## src/rtl/pipeline_hazard_ctrl_if.sv

```systemverilog
// ----------------------------------------------------------------------------
// pipeline_hazard_ctrl_if
//   Groups the hazard controller's pipeline-facing signals into one bundle.
//   clk and rst are not part of it; they stay plain ports on the controller.
//
//   slave  : the hazard controller (samples pipeline status, drives controls)
//   master : the pipeline side (drives status, consumes stall/flush/redirect)
//
//   Status (master -> slave):
//     dec_valid_in, dec_rs1_in, dec_rs2_in, dec_use_rs1_in, dec_use_rs2_in
//     exe_valid_in, exe_is_l_in, exe_dst_reg_in, kill_exe_in, pc_br_tk_in
//     dc_req_in, dc_hit_in, dc_fill_ack_in, ic_miss_in, ic_fill_ack_in
//   Control (slave -> master):
//     stall_if_out, stall_id_out, stall_exe_out, stall_mem_out
//     flush_id_out, flush_exe_out, pc_redirect_out, pc_redirect_addr_out
//     stall_cnt_out
// ----------------------------------------------------------------------------
interface pipeline_hazard_ctrl_if #(
  parameter int ARCH_LEN   = 32,
  parameter int REG_ADDR_W = 5
);

  logic                  dec_valid_in;
  logic [REG_ADDR_W-1:0] dec_rs1_in;
  logic [REG_ADDR_W-1:0] dec_rs2_in;
  logic                  dec_use_rs1_in;
  logic                  dec_use_rs2_in;
  logic                  exe_valid_in;
  logic                  exe_is_l_in;
  logic [REG_ADDR_W-1:0] exe_dst_reg_in;
  logic                  kill_exe_in;
  logic [ARCH_LEN-1:0]   pc_br_tk_in;
  logic                  dc_req_in;
  logic                  dc_hit_in;
  logic                  dc_fill_ack_in;
  logic                  ic_miss_in;
  logic                  ic_fill_ack_in;

  logic                  stall_if_out;
  logic                  stall_id_out;
  logic                  stall_exe_out;
  logic                  stall_mem_out;
  logic                  flush_id_out;
  logic                  flush_exe_out;
  logic                  pc_redirect_out;
  logic [ARCH_LEN-1:0]   pc_redirect_addr_out;
  logic [31:0]           stall_cnt_out;

  modport master (
    output dec_valid_in, dec_rs1_in, dec_rs2_in, dec_use_rs1_in, dec_use_rs2_in,
    output exe_valid_in, exe_is_l_in, exe_dst_reg_in, kill_exe_in, pc_br_tk_in,
    output dc_req_in, dc_hit_in, dc_fill_ack_in, ic_miss_in, ic_fill_ack_in,
    input  stall_if_out, stall_id_out, stall_exe_out, stall_mem_out,
    input  flush_id_out, flush_exe_out, pc_redirect_out, pc_redirect_addr_out,
    input  stall_cnt_out
  );

  modport slave (
    input  dec_valid_in, dec_rs1_in, dec_rs2_in, dec_use_rs1_in, dec_use_rs2_in,
    input  exe_valid_in, exe_is_l_in, exe_dst_reg_in, kill_exe_in, pc_br_tk_in,
    input  dc_req_in, dc_hit_in, dc_fill_ack_in, ic_miss_in, ic_fill_ack_in,
    output stall_if_out, stall_id_out, stall_exe_out, stall_mem_out,
    output flush_id_out, flush_exe_out, pc_redirect_out, pc_redirect_addr_out,
    output stall_cnt_out
  );

endinterface

```

## src/rtl/pipeline_hazard_ctrl.sv

```systemverilog
// ----------------------------------------------------------------------------
// pipeline_hazard_ctrl
//   Stall/flush/redirect controller for the 5-stage in-order pipeline
//   (IF, ID, EXE, MEM, WB): load-use detection, D-cache and I-cache miss
//   sequencing, and conversion of an EXE branch kill into a registered,
//   one-shot PC redirect.
//
//   Ports:
//     clk  - clock
//     rst  - asynchronous, active-high reset
//     hz   - pipeline_hazard_ctrl_if.slave (status in, stall/flush/redirect out)
//
//   Build option:
//     STALL_CNT_EN - when defined, stall_cnt_out counts cycles with
//                    stall_if_out=1 (saturating). When undefined, no counter
//                    flops exist and stall_cnt_out is tied to 0.
//
//   D-FSM states:
//     state    | meaning
//     D_IDLE   | no data-side miss outstanding
//     D_MISS   | waiting for the D-cache refill
//     D_REPLAY | MEM access re-executes and hits; pipeline released next cycle
//
//   I-FSM states:
//     state    | meaning
//     I_IDLE   | fetch running normally
//     I_MISS   | waiting for an I-cache refill on the correct path
//     I_CANCEL | refill is wrong-path (branch taken meanwhile); drop it
//
//   Priority: D stall > branch flush > I-miss > load-use.
// ----------------------------------------------------------------------------
module pipeline_hazard_ctrl #(
  parameter int ARCH_LEN   = 32,
  parameter int REG_ADDR_W = 5
) (
  input  logic                   clk,
  input  logic                   rst,
  pipeline_hazard_ctrl_if.slave  hz
);

  typedef enum logic [1:0] {
    D_IDLE   = 2'd0,
    D_MISS   = 2'd1,
    D_REPLAY = 2'd2
  } d_state_t;

  typedef enum logic [1:0] {
    I_IDLE   = 2'd0,
    I_MISS   = 2'd1,
    I_CANCEL = 2'd2
  } i_state_t;

  d_state_t d_state;
  d_state_t d_next;
  i_state_t i_state;
  i_state_t i_next;

  logic                pend_valid;
  logic [ARCH_LEN-1:0] pend_addr;

  logic dmiss;
  logic dstall;
  logic imiss;
  logic istall;
  logic kill_acc;
  logic br_flush;
  logic src_match;
  logic lu;
  logic lu_eff;
  logic redirect;

  logic stall_if;
  logic stall_id;
  logic stall_exe;
  logic stall_mem;
  logic flush_id;
  logic flush_exe;
  logic pc_redirect;

  // --------------------------------------------------------------------------
  // Hazard terms
  // --------------------------------------------------------------------------
  assign dmiss  = (d_state == D_IDLE) & hz.dc_req_in & ~hz.dc_hit_in;
  assign dstall = dmiss | (d_state != D_IDLE);

  // The EXE instruction only leaves EXE when EXE is not held, so a kill that
  // is held through a D stall is taken exactly once, on release.
  assign kill_acc = hz.kill_exe_in & ~dstall;

  // A miss seen while a redirect is pending is on the wrong path.
  assign imiss  = (i_state == I_IDLE) & hz.ic_miss_in & ~pend_valid;
  assign istall = imiss | (i_state != I_IDLE);

  assign br_flush = kill_acc | pend_valid;

  // Redirect waits for any outstanding I-refill to drain so the fetch unit
  // never sees the new PC while a line fill is still in flight.
  assign redirect = pend_valid & (i_state == I_IDLE) & ~dstall;

  assign src_match = (hz.dec_use_rs1_in & (hz.dec_rs1_in == hz.exe_dst_reg_in)) |
                     (hz.dec_use_rs2_in & (hz.dec_rs2_in == hz.exe_dst_reg_in));

  assign lu = ~dstall & hz.exe_valid_in & hz.exe_is_l_in &
              (hz.exe_dst_reg_in != '0) & hz.dec_valid_in & src_match;

  // The instruction in ID is wrong-path once a branch is taken.
  assign lu_eff = lu & ~br_flush;

  // --------------------------------------------------------------------------
  // D-cache miss FSM
  // --------------------------------------------------------------------------
  always_ff @(posedge clk or posedge rst) begin
    if (rst) begin
      d_state <= D_IDLE;
    end else begin
      d_state <= d_next;
    end
  end

  always_comb begin
    d_next = d_state;
    case (d_state)
      D_IDLE: begin
        if (dmiss) begin
          d_next = D_MISS;
        end
      end
      D_MISS: begin
        if (hz.dc_fill_ack_in) begin
          d_next = D_REPLAY;
        end
      end
      D_REPLAY: begin
        d_next = D_IDLE;
      end
      default: begin
        d_next = D_IDLE;
      end
    endcase
  end

  // --------------------------------------------------------------------------
  // I-cache miss FSM
  // --------------------------------------------------------------------------
  always_ff @(posedge clk or posedge rst) begin
    if (rst) begin
      i_state <= I_IDLE;
    end else begin
      i_state <= i_next;
    end
  end

  // Fill acks advance this FSM even while a D stall holds the pipeline.
  always_comb begin
    i_next = i_state;
    case (i_state)
      I_IDLE: begin
        if (imiss) begin
          i_next = I_MISS;
        end
      end
      I_MISS: begin
        if (hz.ic_fill_ack_in) begin
          i_next = I_IDLE;
        end else if (kill_acc) begin
          i_next = I_CANCEL;
        end
      end
      I_CANCEL: begin
        if (hz.ic_fill_ack_in) begin
          i_next = I_IDLE;
        end
      end
      default: begin
        i_next = I_IDLE;
      end
    endcase
  end

  // --------------------------------------------------------------------------
  // Pending redirect. A kill in the same cycle as an issuing redirect keeps
  // the entry valid with the newer target.
  // --------------------------------------------------------------------------
  always_ff @(posedge clk or posedge rst) begin
    if (rst) begin
      pend_valid <= 1'b0;
      pend_addr  <= '0;
    end else if (kill_acc) begin
      pend_valid <= 1'b1;
      pend_addr  <= hz.pc_br_tk_in;
    end else if (redirect) begin
      pend_valid <= 1'b0;
    end
  end

  // --------------------------------------------------------------------------
  // Outputs. Forced low while rst is high so the pipeline sees no stall or
  // redirect even if status inputs are still active.
  // --------------------------------------------------------------------------
  always_comb begin
    stall_if    = 1'b0;
    stall_id    = 1'b0;
    stall_exe   = 1'b0;
    stall_mem   = 1'b0;
    flush_id    = 1'b0;
    flush_exe   = 1'b0;
    pc_redirect = 1'b0;
    if (!rst) begin
      stall_if    = dstall | istall | lu_eff;
      stall_id    = dstall | lu_eff;
      stall_exe   = dstall;
      stall_mem   = dstall;
      flush_id    = ~dstall & (br_flush | istall | lu_eff);
      // Replay of a held branch: keep the kill from issuing into MEM twice.
      flush_exe   = (d_state == D_REPLAY) & hz.kill_exe_in;
      pc_redirect = redirect;
    end
  end

  assign hz.stall_if_out         = stall_if;
  assign hz.stall_id_out         = stall_id;
  assign hz.stall_exe_out        = stall_exe;
  assign hz.stall_mem_out        = stall_mem;
  assign hz.flush_id_out         = flush_id;
  assign hz.flush_exe_out        = flush_exe;
  assign hz.pc_redirect_out      = pc_redirect;
  assign hz.pc_redirect_addr_out = pend_addr;

  // --------------------------------------------------------------------------
  // Stall-cycle counter
  // --------------------------------------------------------------------------
`ifdef STALL_CNT_EN
  logic [31:0] stall_cnt;

  always_ff @(posedge clk or posedge rst) begin
    if (rst) begin
      stall_cnt <= '0;
    end else if (stall_if && (stall_cnt != 32'hFFFF_FFFF)) begin
      stall_cnt <= stall_cnt + 32'd1;
    end
  end

  assign hz.stall_cnt_out = stall_cnt;
`else
  assign hz.stall_cnt_out = '0;
`endif

endmodule

```

## src/flat_wrapper.sv

```systemverilog
// flat-port wrapper written by rule: the top's interface ports become plain ports
module pipeline_hazard_ctrl_flat 
#(
  parameter int ARCH_LEN   = 32,
  parameter int REG_ADDR_W = 5
)
  (clk, rst, hz_dec_valid_in, hz_dec_rs1_in, hz_dec_rs2_in, hz_dec_use_rs1_in, hz_dec_use_rs2_in, hz_exe_valid_in, hz_exe_is_l_in, hz_exe_dst_reg_in, hz_kill_exe_in, hz_pc_br_tk_in, hz_dc_req_in, hz_dc_hit_in, hz_dc_fill_ack_in, hz_ic_miss_in, hz_ic_fill_ack_in, hz_stall_if_out, hz_stall_id_out, hz_stall_exe_out, hz_stall_mem_out, hz_flush_id_out, hz_flush_exe_out, hz_pc_redirect_out, hz_pc_redirect_addr_out, hz_stall_cnt_out);
  pipeline_hazard_ctrl_if #(.ARCH_LEN(ARCH_LEN), .REG_ADDR_W(REG_ADDR_W)) hz_i ();
  input  logic clk;
  input  logic rst;
  input wire logic [$bits(hz_i.dec_valid_in)-1:0] hz_dec_valid_in;
  input wire logic [$bits(hz_i.dec_rs1_in)-1:0] hz_dec_rs1_in;
  input wire logic [$bits(hz_i.dec_rs2_in)-1:0] hz_dec_rs2_in;
  input wire logic [$bits(hz_i.dec_use_rs1_in)-1:0] hz_dec_use_rs1_in;
  input wire logic [$bits(hz_i.dec_use_rs2_in)-1:0] hz_dec_use_rs2_in;
  input wire logic [$bits(hz_i.exe_valid_in)-1:0] hz_exe_valid_in;
  input wire logic [$bits(hz_i.exe_is_l_in)-1:0] hz_exe_is_l_in;
  input wire logic [$bits(hz_i.exe_dst_reg_in)-1:0] hz_exe_dst_reg_in;
  input wire logic [$bits(hz_i.kill_exe_in)-1:0] hz_kill_exe_in;
  input wire logic [$bits(hz_i.pc_br_tk_in)-1:0] hz_pc_br_tk_in;
  input wire logic [$bits(hz_i.dc_req_in)-1:0] hz_dc_req_in;
  input wire logic [$bits(hz_i.dc_hit_in)-1:0] hz_dc_hit_in;
  input wire logic [$bits(hz_i.dc_fill_ack_in)-1:0] hz_dc_fill_ack_in;
  input wire logic [$bits(hz_i.ic_miss_in)-1:0] hz_ic_miss_in;
  input wire logic [$bits(hz_i.ic_fill_ack_in)-1:0] hz_ic_fill_ack_in;
  output wire logic [$bits(hz_i.stall_if_out)-1:0] hz_stall_if_out;
  output wire logic [$bits(hz_i.stall_id_out)-1:0] hz_stall_id_out;
  output wire logic [$bits(hz_i.stall_exe_out)-1:0] hz_stall_exe_out;
  output wire logic [$bits(hz_i.stall_mem_out)-1:0] hz_stall_mem_out;
  output wire logic [$bits(hz_i.flush_id_out)-1:0] hz_flush_id_out;
  output wire logic [$bits(hz_i.flush_exe_out)-1:0] hz_flush_exe_out;
  output wire logic [$bits(hz_i.pc_redirect_out)-1:0] hz_pc_redirect_out;
  output wire logic [$bits(hz_i.pc_redirect_addr_out)-1:0] hz_pc_redirect_addr_out;
  output wire logic [$bits(hz_i.stall_cnt_out)-1:0] hz_stall_cnt_out;
  assign hz_i.dec_valid_in = hz_dec_valid_in;
  assign hz_i.dec_rs1_in = hz_dec_rs1_in;
  assign hz_i.dec_rs2_in = hz_dec_rs2_in;
  assign hz_i.dec_use_rs1_in = hz_dec_use_rs1_in;
  assign hz_i.dec_use_rs2_in = hz_dec_use_rs2_in;
  assign hz_i.exe_valid_in = hz_exe_valid_in;
  assign hz_i.exe_is_l_in = hz_exe_is_l_in;
  assign hz_i.exe_dst_reg_in = hz_exe_dst_reg_in;
  assign hz_i.kill_exe_in = hz_kill_exe_in;
  assign hz_i.pc_br_tk_in = hz_pc_br_tk_in;
  assign hz_i.dc_req_in = hz_dc_req_in;
  assign hz_i.dc_hit_in = hz_dc_hit_in;
  assign hz_i.dc_fill_ack_in = hz_dc_fill_ack_in;
  assign hz_i.ic_miss_in = hz_ic_miss_in;
  assign hz_i.ic_fill_ack_in = hz_ic_fill_ack_in;
  assign hz_stall_if_out = hz_i.stall_if_out;
  assign hz_stall_id_out = hz_i.stall_id_out;
  assign hz_stall_exe_out = hz_i.stall_exe_out;
  assign hz_stall_mem_out = hz_i.stall_mem_out;
  assign hz_flush_id_out = hz_i.flush_id_out;
  assign hz_flush_exe_out = hz_i.flush_exe_out;
  assign hz_pc_redirect_out = hz_i.pc_redirect_out;
  assign hz_pc_redirect_addr_out = hz_i.pc_redirect_addr_out;
  assign hz_stall_cnt_out = hz_i.stall_cnt_out;
  pipeline_hazard_ctrl #(.ARCH_LEN(ARCH_LEN), .REG_ADDR_W(REG_ADDR_W)) u_core (.clk(clk), .rst(rst), .hz(hz_i));
endmodule
```

## config.mk

```make
export PLATFORM = sky130hd
export DESIGN_NAME = pipeline_hazard_ctrl_flat
export DESIGN_NICKNAME = d
export VERILOG_FILES = /design/src/rtl/pipeline_hazard_ctrl_if.sv /design/src/rtl/pipeline_hazard_ctrl.sv /design/src/flat_wrapper.sv
export SDC_FILE = /design/constraint.sdc
export NUM_CORES = 1
export LEC_CHECK = 0
export CELL_PAD_IN_SITES_DETAIL_PLACEMENT = 0
export CELL_PAD_IN_SITES_GLOBAL_PLACEMENT = 2
export CORE_MARGIN = 5
export CORE_UTILIZATION = 22
export DETAILED_ROUTE_END_ITERATION = 10
export PLACE_DENSITY = 0.95
export SYNTH_ARGS = -nofsm -noshare
export SYNTH_HDL_FRONTEND = slang
export SYNTH_SLANG_ARGS = --single-unit
```

## constraint.sdc

```tcl
create_clock -name clk -period 2.88 [get_ports clk]
set_input_delay 0.576 -clock clk [delete_from_list [all_inputs] [get_ports clk]]
set_output_delay 0.576 -clock clk [all_outputs]
set_load 0.005 [all_outputs]
```

==> flow_metrics.py <==
metrics = {
    "outcome": {
        "status": "complete, no violations",
    },
    "floorplanning": {
        "die-area_um2": 10700,
        "rows": 34,
        "die_y_um": 103.4,
        "start_util_pct": 22.35,
        "pin_count": 131,
        "die_x_um": 103.4,
        "core_um2": 8593,
    },
    "cts": {
        "h-tree-depth": 2,
        "ctsLongestPathBuffers": 2,
        "ctsHoldBuffers": 0,
        "clk_pin_slew_ns": 0.07,
        "cts-root-buf": "clkbuf_8",
        "numCtsBuffers": 5,
        "cts_tree": "yes",
        "clk_latency_ns": 0.28,
        "cts_sinks": 37,
    },
    "cells_and_area": {
        "final_common_cell": "clkdlybuf4s50_1",
        "stdcell_count": 370,
        "fin_nets": 321,
        "nFillCells": 891,
        "drive_above_1_share_pct": 18.70,
        "regArea_um2": 925.9,
        "antenna_cells": 0,
        "multiInputGateArea_um2": 822.0,
        "mostFrequentLayoutCells": "clkdlybuf4s50_1, dfrtp_1, conb_1",
        "area_growth_pct": 56.35,
    },
    "detailed_routing": {
        "dr.pass1.iters": 2,
        "wl_per_cell_um": 13.25,
        "routed_wl_mm": 4.901,
        "vias": 1446,
        "route.detailed.drc": 0,
        "vias_per_cell": 3.908,
        "drtIter0Drc": 35,
        "final_antenna_net_count": 0,
    },
    "logic_synthesis": {
        "synth_cell_types": 32,
        "async_flop_share_pct": 100.0,
        "synth_top_area_share_pct": 48.21,
        "ys_ff_latch": 37,
        "synth_flop_cell": "dfrtp_1",
        "postSynthCellCount": 154,
        "avgSynthCellArea_um2": 12.47,
        "synth_edf_count": 0,
        "synth_top_cells_by_area": "dfrtp_1, mux2_2, buf_4",
        "ys_seq_area_share_pct": 48.21,
        "ys_warn_count": 0,
        "netlist_area_um2": 1921,
        "yosysTopAreaCell": "dfrtp_1",
    },
    "placed_design": {
        "io_buffers": 98,
        "globalplace.congestion": 0.7016,
        "post-dp-hpwl_mm": 3.789,
        "place_inst": 361,
        "pre_cts_ws_ns": -0.2132,
    },
    "sta": {
        "fin_crit_sh_pct": 94.77,
        "setup_tns_ns": 0,
        "max_freq_ghz": 0.3664,
        "finalHoldViolations": 0,
        "fin_skew_ns": 0.001886,
        "setup_viol": 0,
        "min_period_ns": 2.730,
        "final_max_slew_viol_count": 0,
        "rsz0062_at_grt": "false",
        "worst_slack_ns": 0.1505,
    },
    "global_route": {
        "antenna_found_initial": 0,
        "track_usage_pct": 8.980,
        "first_global_vias": 1628,
        "grt_remaining_overflow": 0,
        "grt_pass1_wl_mm": 7.465,
        "grt_max_degree": 38,
    },
    "setup_path": {
        "slowest_stage": "clkdlybuf4s50_1",
        "cp_max_fo": 2,
        "crit_path_end_kind": "output port",
        "cp-startpoint": "hz_dec_rs1_in[3]",
        "arrival_ns": 2.15,
        "cp-start-kind": "input pin",
        "critPathTopFamily": "buffers and inverters",
        "crit_buf_inv": 3,
        "required_ns": 2.30,
        "reg2reg_slack_ns": 1.15,
        "r2r-start": "u_core.d_state[0]",
        "critPathKind": "input pin to output port",
        "slowest_delay_ns": 0.42,
        "path_cells": "clkdlybuf4s50_1 -> xor2_1 -> nor4_1 -> a32oi_1 -> buf_4 -> o22ai_1 -> dlygate4sd2_1",
    },
    "run": {
        "drv_cap": 0,
    },
    "power_and_ir_drop": {
        "vdd_drop_max_mv": 0.3445,
        "leakagePower_uw": 0.001293,
        "powerDensity_nw_per_um2": 552.1,
    },
    "hold_path": {
        "hold_class": "flop to flop",
        "worstHoldStart": "u_core.i_state[1]",
    },
}
[path summary, 6_finish.rpt]
path                                                      end  cells past startpoint
min reg2reg                                 u_core.i_state[0]                      1
max                                           hz_stall_id_out                      7
max in group asynchronous  u_core.hz.pc_redirect_addr_out[12]                      3
max reg2reg                u_core.hz.pc_redirect_addr_out[14]                      3
min                                         u_core.i_state[0]                      1
min in group asynchronous                   u_core.pend_valid                      3
[cell families after synthesis]
group / Yosys count / share of synthesized area [%]
xor+xnor: 10 / 4.561
buf+inv: 38 / 15.05
compound gates: 9 / 3.192
other cells: 1 / 0.1953
simple gates: 26 / 9.512
mux: 33 / 19.28
flops: 37 / 48.21
[metal layers]
metal	wire length, um	GRT usage [%]	share of wire [%]
met5	0	0	0
met4	29	2.689	0.59
met3	770	4.762	16
met2	2328	15.10	48
met1	1773	9.806	36
[area by class of cell]
class,instances,area share (%)
Multi-Input combinational cell,110,27.37
Tap cell,108,4.500
Clock inverter,2,0.3333
Clock buffer,6,2.417
Sequential cell,37,30.83
Timing Repair Buffer,105,34.29
Inverter,2,0.2500
[sequential cells by signal, summed over array words and instances, names as in the netlist]
name                            count
u_core.d_state                      2
u_core.hz.pc_redirect_addr_out     32
u_core.i_state                      2
u_core.pend_valid                   1
[worst reg2reg max path, cell delays in order, from the launching register on]
cell	delay, ns
dfrtp_1	0.45
nor4b_4	0.33
buf_4	0.44
mux2_2	0.40
[Yosys cell counts (2+ instances only)]
cell       n
mux2_2    30
buf_4     33
xnor2_1    2
nand2_1    3
inv_1      2
o22ai_1    2
nor3b_1    2
nand2b_1   3
o211ai_1   2
xor2_1     8
a21oi_1    2
nor2_1     5
mux2_1     2
dfrtp_1   37
nor4_1     2
buf_6      3
[power breakdown]
part	total (uW)	leakage (uW)	switching [uW]	internal, uW
sequential	720	0.000439	74.2	646
combinational	589	0.000809	184	405
clock	348	0.0000450	180	168
total	1660	0.00129	439	1220
[metrics by stage]
step | util (%) | area, um^2 | total power, uW | hold slack (ns)
floorplan | - | 2037 | 980.3 | 0.4353
global route | 34.94 | 3003 | 1784 | 0.5007
CTS | 34.90 | 2999 | 1705 | 0.4734
finish | 34.94 | 3003 | 1658 | 0.4761
detailed placement | 33.94 | 2917 | 1337 | 0.4621
global placement | 33.94 | 2917 | 1326 | 0.4597
[timing repair]
item | CTS | global route
setup endpoints to repair | 4 | 3
gates resized for setup | 6 | 5
buffers inserted | 1 | 0
pin swaps | 3 | 2
(Power assumes the default switching activity.)
